==> config.mk <==
export PLATFORM = sky130hd
export DESIGN_NAME = freq_meter
export DESIGN_NICKNAME = d
export VERILOG_FILES = /design/src/rtl/freq_meter.sv
export SDC_FILE = /design/constraint.sdc
export NUM_CORES = 1
export LEC_CHECK = 0
export BUFFER_PORTS_ARGS = -buffer_cell sky130_fd_sc_hd__buf_2
export CORE_MARGIN = 2
export CORE_UTILIZATION = 45
export CTS_CLUSTER_DIAMETER = 60
export CTS_CLUSTER_SIZE = 10
export DETAILED_ROUTE_END_ITERATION = 12
export PLACE_DENSITY_LB_ADDON = 0.2
export SLEW_MARGIN = 20
export SYNTH_ARGS = -nofsm -noshare
export SYNTH_HDL_FRONTEND = slang
export SYNTH_SLANG_ARGS = --single-unit
export TNS_END_PERCENT = 30
==> constraint.sdc <==
create_clock -name clk -period 6.8 [get_ports clk]
set_input_delay 0.68 -clock clk [delete_from_list [all_inputs] [get_ports clk]]
set_output_delay 0.68 -clock clk [all_outputs]
set_load 0.02 [all_outputs]
==> src/rtl/freq_meter.sv <==
// Frequency meter: hysteretic level crossing, period averaging and serial divide to Hz.
// Optional FREQ_METER_HYST_EN enables the +/-HYST threshold band; without it the compare is strict.
module freq_meter #(
    parameter int unsigned DATA_W      = 12,
    parameter int unsigned MEAN_W      = 14,
    parameter int unsigned CLK_HZ      = 50000000,
    parameter int unsigned AVG_LOG2    = 2,
    parameter int unsigned HYST        = 16,
    parameter int unsigned TIMEOUT_CYC = 50000000
) (
    input  logic              clk,
    input  logic              rst_n,
    input  logic [DATA_W-1:0] data,
    input  logic [MEAN_W-1:0] mean,
    output logic [31:0]       freq_out,
    output logic              freq_valid,
    output logic              no_signal
);

    localparam int unsigned CMP_W    = ((DATA_W > MEAN_W) ? DATA_W : MEAN_W) + 1;
    localparam int unsigned NPER     = 1 << AVG_LOG2;
    localparam int unsigned NPER_W   = 5;
    localparam int unsigned ITER_W   = 6;
`ifdef FREQ_METER_HYST_EN
    localparam int unsigned HYST_EFF = HYST;
`else
    // Band collapsed to zero width: strict data<mean / data>mean compares.
    localparam int unsigned HYST_EFF = HYST * 0;
`endif
    localparam logic [CMP_W-1:0] HYST_V   = CMP_W'(HYST_EFF);
    localparam logic [CMP_W-1:0] MEAN_MAX = CMP_W'({MEAN_W{1'b1}});
    localparam logic [31:0]      DIVIDEND = 32'(CLK_HZ << AVG_LOG2);

    typedef enum logic {
        WAIT_LOW  = 1'b0,
        WAIT_HIGH = 1'b1
    } state_t;

    state_t              state_q, state_d;
    logic [CMP_W-1:0]    data_x, mean_x, lo_th, hi_th, hi_sum;
    logic                low_c, high_c, rise_c, timeout_c, batch_c;
    logic [31:0]         cnt_q, acc_q, sum_c;
    logic [NPER_W-1:0]   nper_q;
    logic                first_q;
    logic                busy_q;
    logic [ITER_W-1:0]   iter_q;
    logic [31:0]         div_q, quo_q, rem_q;
    logic [32:0]         rem_sh_c;
    logic                rem_ge_c;

    // Threshold compare on zero-extended operands; zero-width band means strict compare.
    always_comb begin
        data_x = CMP_W'(data);
        mean_x = CMP_W'(mean);
        lo_th  = (mean_x > HYST_V) ? (mean_x - HYST_V) : '0;
        hi_sum = mean_x + HYST_V;
        hi_th  = (hi_sum > MEAN_MAX) ? MEAN_MAX : hi_sum;
        if (HYST_EFF == 0) begin
            low_c  = (data_x < mean_x);
            high_c = (data_x > mean_x);
        end else begin
            low_c  = (data_x <= lo_th);
            high_c = (data_x >= hi_th);
        end
    end

    always_ff @(posedge clk) begin
        if (!rst_n) state_q <= WAIT_LOW;
        else        state_q <= state_d;
    end

    always_comb begin
        state_d = state_q;
        if (timeout_c) begin
            state_d = WAIT_LOW;
        end else begin
            case (state_q)
                WAIT_LOW:  if (low_c)  state_d = WAIT_HIGH;
                WAIT_HIGH: if (high_c) state_d = WAIT_LOW;
                default:   state_d = WAIT_LOW;
            endcase
        end
    end

    // Event decode: timeout outranks a coincident rising event.
    always_comb begin
        timeout_c = (cnt_q == 32'(TIMEOUT_CYC));
        rise_c    = (state_q == WAIT_HIGH) && high_c && !timeout_c;
        batch_c   = rise_c && !first_q && (nper_q == NPER_W'(NPER - 1));
        sum_c     = acc_q + cnt_q;
    end

    always_ff @(posedge clk) begin
        if (!rst_n) begin
            cnt_q     <= '0;
            acc_q     <= '0;
            nper_q    <= '0;
            first_q   <= 1'b1;
            no_signal <= 1'b0;
        end else if (timeout_c) begin
            cnt_q     <= '0;
            acc_q     <= '0;
            nper_q    <= '0;
            first_q   <= 1'b1;
            no_signal <= 1'b1;
        end else if (rise_c) begin
            cnt_q     <= 32'd1;
            first_q   <= 1'b0;
            no_signal <= 1'b0;
            if (!first_q) begin
                if (batch_c) begin
                    acc_q  <= '0;
                    nper_q <= '0;
                end else begin
                    acc_q  <= sum_c;
                    nper_q <= nper_q + NPER_W'(1);
                end
            end
        end else if (cnt_q != '1) begin
            cnt_q <= cnt_q + 32'd1;
        end
    end

    // One restoring-divide step: shift in next dividend bit, subtract if it fits.
    always_comb begin
        rem_sh_c = {rem_q, quo_q[31]};
        rem_ge_c = (rem_sh_c >= {1'b0, div_q});
    end

    always_ff @(posedge clk) begin
        if (!rst_n) begin
            busy_q     <= 1'b0;
            iter_q     <= '0;
            div_q      <= '0;
            quo_q      <= '0;
            rem_q      <= '0;
            freq_out   <= '0;
            freq_valid <= 1'b0;
        end else begin
            freq_valid <= 1'b0;
            if (timeout_c) begin
                busy_q   <= 1'b0;
                freq_out <= '0;
            end else if (busy_q) begin
                if (iter_q == ITER_W'(32)) begin
                    busy_q     <= 1'b0;
                    freq_out   <= quo_q;
                    freq_valid <= 1'b1;
                end else begin
                    rem_q  <= rem_ge_c ? 32'(rem_sh_c - {1'b0, div_q}) : rem_sh_c[31:0];
                    quo_q  <= {quo_q[30:0], rem_ge_c};
                    iter_q <= iter_q + ITER_W'(1);
                end
            end else if (batch_c) begin
                busy_q <= 1'b1;
                iter_q <= '0;
                div_q  <= sum_c;
                quo_q  <= DIVIDEND;
                rem_q  <= '0;
            end
        end
    end

endmodule

# --- Yosys cells after proc, flatten, opt, wreduce, memory -nomap -nowiden ---
# Index checks and enable logic that the tools add are counted.
classes:
  n_addsub: 5
  magnitude_cmp: 3
  n_eq_ne: 5
  n_mux: 23
  bitwise_logic: 5
  reduce_logical: 16
op_table:
  columns: ["op", "n"]
  rows:
  - ["2-to-1 mux 32 bit", 8]
  - [">= comparator 33 x 32 -> 1 bit", 1]
  - ["adder 32 x 1 -> 32 bit, second input constant", 1]
  - ["adder 32 bit", 1]
  - ["== test 32 x 26 -> 1 bit, second input constant", 1]
  - ["!= test 32 bit, second input constant", 1]
  - ["subtractor 32 bit", 1]
  - ["2-to-1 mux 6 bit", 3]
  - ["greater-than comparator 12 x 14 -> 1 bit", 1]
  - ["less-than comparator 12 x 14 -> 1 bit", 1]
  - ["2-to-1 mux 1 bit", 10]
  - ["adder 6 x 1 -> 6 bit, second input constant", 1]
  - ["== test 6 bit, second input constant", 1]
  - ["AND reduction 3 bit", 2]
  - ["nonzero test 2 bit", 3]
  - ["OR reduction 3 bit", 2]
  - ["adder 5 x 1 -> 5 bit, second input constant", 1]
  - ["== test 5 x 2 -> 1 bit, second input constant", 1]
  - ["2-to-1 mux 5 bit", 1]
  - ["inverter 1 bit", 5]
  - ["logical AND 1 bit", 4]
  - ["AND reduction 2 bit", 2]
  - ["logical NOT 1 bit", 2]
  - ["!= test 2 bit, second input constant", 1]
  - ["other kinds (2)", 2]
totals:
  register_bits: 208
  word_cells: 71

# --- Logic depth before layout (Yosys ltp) ---
logic_depth:
  ltp_word: 7
  mapped_depth: 16
  ltp_nobuf: 14

# --- Worst setup path before layout ---
# Ideal clock, no wire load.
synth_timing:
  kind: "input-to-reg"
  startpoint: "in mean[11]"
  endpoint: "reg div_q[24]"
  arrival_ns: 3.322
  setup_slack_ns: 3.416
  path_stages: 13
  n_path_buf: 2
  cell_sequence: "inv_1 > ha_1 > nand4_1 > nor4_1 > o31ai_1 > o31ai_1 > nand3_2 > or3b_1 > buf_2 > or3_1 > clkbuf_1 > or4b_1 > nand3_1"
synth_between:
  elab_chain_len: 6
synth_lines:
  columns: ["item", "line_no", "rtl"]
  rows:
  - ["start, declared", "14", "input logic [MEAN_W-1:0] mean,"]
  - ["greater-than comparator 12 x 14 -> 1 bit", "60", "high_c = (data_x > mean_x);"]
  - ["logical AND 1 bit (2 in a row)", "88", "rise_c = (state_q == WAIT_HIGH) && high_c && !timeout_c;"]
  - ["logical AND 1 bit (2 in a row)", "89", "batch_c = rise_c && !first_q && (nper_q == NPER_W'(NPER - 1));"]
  - ["AND reduction 3 bit (no source line)", null, null]
  - ["end signal, assigned", "157", "div_q <= sum_c;"]
  - ["end, declared", "47", "logic [31:0] div_q, quo_q, rem_q;"]
# No other way between the ends.
# A chain may end at the register's enable or synchronous reset.

# --- Worst setup path in the final report ---
layout_timing:
  startpoint: "reg div_q[1]"
  endpoint: "reg rem_q[21]"
layout_between:
  elab_chain_len: 4
layout_lines:
  columns: ["item", "line_no", "rtl"]
  rows:
  - ["subtractor 32 bit or >= comparator 33 x 32 -> 1 bit (tied branches)", "150, 127", null]
  - ["2-to-1 mux 32 bit (*)", "150", "rem_q <= rem_ge_c ? 32'(rem_sh_c - {1'b0, div_q}) : rem_sh_c[31:0];"]
  - ["2-to-1 mux 32 bit (*)", "145", "if (iter_q == ITER_W'(32)) begin"]
  - ["2-to-1 mux 32 bit (*)", "144", "end else if (busy_q) begin"]
  - ["end signal, assigned", "150", null]
  - ["end, declared", "47", null]
# Mark *: on every way between the ends. The rest lies on a longest branch, timed or not. The select of a mux whose other input is x is not followed.

==> results.sh <==
export IMPL_endpoint_kind="flop"
export IMPL_dieHeight_um=163
export IMPL_grt_pass1_vias=8575
export IMPL_num_vias=9592
export IMPL_max_freq_mhz=258
export IMPL_cp_slowest_stage_delay_ps=490
export IMPL_synth_nets=1496
export IMPL_hold_viol=0
export IMPL_synth_top_cell_area_share_pct=36.6
export IMPL_ys_seq_area_share_pct=36.6
export IMPL_drtAntennaViolNets=0
export IMPL_die_area_sq_um=26600
export IMPL_async_flop_share_pct=0
export IMPL_rsz0062_at_grt="false"
export IMPL_vdd_drop_max_mv=0.162
export IMPL_final_cell_mix="208 x dfxtp_1, 204 x nand2_1, 115 x a21oi_1"
export IMPL_port_buffer_count=61
export IMPL_clk_pin_slew_ps=50
export IMPL_crit_type="reg -> reg"
export IMPL_ys_types=67
export IMPL_post_cts_setup_buffers=0
export IMPL_placed_cells=1722
export IMPL_core_area_sq_um=25000
export IMPL_finalCritPeriodShare_pct=57.0
export IMPL_slew_viol_final=0
export IMPL_area_delta_synth_final_pct=11.9
export IMPL_syn_cell_area_sq_um=11400
export IMPL_slowest_stage="buf_4"
export IMPL_remaining_drc_errors=0
export IMPL_tightest_slew_ps=1040
export IMPL_synthesis_instances=1386
export IMPL_synth_seq_cells=208
export IMPL_drt_first_pass_iters=7
export IMPL_crit_arrival_ps=4280
export IMPL_drive_above_1_share_pct=9.40
export IMPL_place_area_sq_um=11900
export IMPL_layout_min_cycle_time_ps=3870
export IMPL_cts_buffers=26
export IMPL_ys_flop_type="dfxtp_1"
export IMPL_cts_resized_gates=0
export IMPL_ios=62
export IMPL_power_density_nw_per_um2=203
export IMPL_multiInputGateArea_sq_um=6750
export IMPL_r2r_start="div_q[1]"
export IMPL_wl_per_cell_um=14.8
export IMPL_outcome="finished clean"
export IMPL_synth_top_area_cell="dfxtp_1"
export IMPL_vias_per_cell=5.46
export IMPL_critPathMaxFanout=59
export IMPL_seqCellArea_sq_um=4160
export IMPL_start_util_pct=45.5
export IMPL_tns_ps=0
export IMPL_clockRootBuffer="clkbuf_16"
export IMPL_cts_tree="yes"
export IMPL_hold_start="acc_q[30]"
export IMPL_path_delay_family="compound AO/OA/AOI/OAI gates"
export IMPL_whs_ps=439
export IMPL_min_to="acc_q[30]"
export IMPL_antenna_found_initial=0
export IMPL_path_cells="inv_1 -> ha_1 -> nor2b_1 -> o2111ai_1 -> a31oi_1 -> a2111o_1 -> a31o_1 -> a31oi_4 -> nor3_1 -> nor4_4 -> buf_4 -> mux2i_1 -> o21ai_1 -> and2_1"
export IMPL_worst_r2r_endpoint="rem_q[21]"
export IMPL_final_area_sq_um=12700
export IMPL_grt_max_degree=74
export IMPL_die_width_um=163
export IMPL_rows=58
export IMPL_nFillCells=2418
export IMPL_cp_start_kind="flop"
export IMPL_ctsHoldBuffers=0
export IMPL_grt_overflow=0
export IMPL_avgSynthCellArea_sq_um=8.21
export IMPL_routed_wirelength_mm=26.0
export IMPL_p_leak_nw=5.32
export IMPL_cap_violations=0
export IMPL_dpl_hpwl_mm=18.4
export IMPL_crit_required_ps=7210
export IMPL_final_cells=1756
export IMPL_skew_ps=10.4
export IMPL_synth_area_leaders="dfxtp_1 37%, ha_1 8.8%, nand2_1 6.8%"
export IMPL_ff2ff_setup_slack_ps=2930
export IMPL_timing_reg2reg_worst_path_depth=14
export IMPL_final_common_cell="dfxtp_1"
export IMPL_slew_headroom_pct=30.0
export IMPL_dr_first_iter_drc_count=636
export IMPL_grt_pass1_wl_mm=42.9
export IMPL_ys_warn_count=0
export IMPL_holdPathStages=2
export IMPL_antenna_cells=0
export IMPL_place_congestion=0.852
export IMPL_worstSkewPairLatency_ps=520
export IMPL_cts_sinks=208
export IMPL_finalSetupViolCount=0
export IMPL_nets=1530
export IMPL_crit_buf_inv=2
export IMPL_min_path_type="reg -> reg"
export IMPL_grt_usage_pct=19.5
export IMPL_clockBufferDepth=3
export IMPL_synth_edff_count=0
export IMPL_htreeDepth=1
==> cells in the mapped netlist (all sizes together), types with 3 or more instances <==
master   number
o21a          6
nor2b        33
mux2i         4
ha           80
o21ai        65
nor4b         7
o211ai        6
nand2       205
inv          58
a22oi        29
a21o         38
nand2b       12
and2         19
nor4          6
xnor2        41
o221a        12
a22o         27
o2111ai       3
nand4        21
nor3         25
xor2         46
or3           4
a21oi       115
o31ai         5
a32oi         4
buf          11
and3         19
a31oi        15
nand3        41
dfxtp       208
a211oi        3
nor2         96
o2bb2ai       3
clkbuf       58
and4          8
a21boi       20
o21bai        7
==> area by class of cell <==
type / count / area share (%)
Clock buffer: 30 / 5.55
Clock inverter: 4 / 0.580
Inverter: 58 / 1.71
Multi-Input combinational cell: 1051 / 53.0
Sequential cell: 208 / 32.7
Tap cell: 330 / 3.24
Timing Repair Buffer: 75 / 3.22
==> kinds of logic (layout without fill, tap and decap cells) <==
kind of cell | after synthesis | in the layout | share of synthesized area, %
compound gates | 375 | 375 | 21.8
xor+xnor | 87 | 87 | 6.69
fa+ha+maj | 82 | 82 | 9.14
buf+inv | 127 | 167 | 4.40
flops | 208 | 208 | 36.6
mux | 4 | 4 | 0.352
simple gates | 503 | 503 | 21.0
==> stage by stage <==
stage               util (%)  power (mW)  setup slack, ps
finish                  50.9        2.58             2930
global route            50.9        2.67             2660
CTS                     50.8        2.61             2920
detailed placement      47.7        1.31             2580
global placement        47.7        1.31             2760
floorplan                  -        1.29             3420
==> worst min-delay path: stages (launching register included) <==
cell and delay, ps:
dfxtp_1 310, nand2_1 50, nand2_1 40
==> metal layers <==
layer  track usage [%]  wire (um)  up-vias  share of wire [%]
met2              28.8      10900      159                 42
met3              2.95        985       52                3.8
li1                  -          -     4975                  -
met4              6.44        816        0                3.1
met5                 0          0        -                  0
met1              28.9      13400     4406                 51
==> sequential cells by signal (all words and copies together) (netlist names) <==
register / count
cnt_q: 32
div_q: 32
freq_out: 32
acc_q: 32
first_q: 1
no_signal: 1
rem_q: 32
nper_q: 5
freq_valid: 1
quo_q: 32
state_q: 1
iter_q: 6
busy_q: 1
==> report_power, final <==
part | switching, mW | internal [mW]
clock network | 0.495 | 0.798
registers | 0.00365 | 1.22
logic | 0.0375 | 0.0232
==> how the worst max path moves through the flow <==
| stage | startpoint | to | depth (start not counted) |
|---|---|---|---|
| 2_1_floorplan | mean[11] | div_q[24] | 13 |
| 6_report | div_q[1] | rem_q[21] | 14 |
| 4_1_cts | div_q[14] | rem_q[20] | 13 |
| 3_5_place_dp | mean[11] | rem_q[31] | 14 |
| 5_1_grt | div_q[1] | rem_q[21] | 14 |
| 3_3_place_gp | mean[11] | rem_q[31] | 14 |
(Power assumes the default switching activity.)
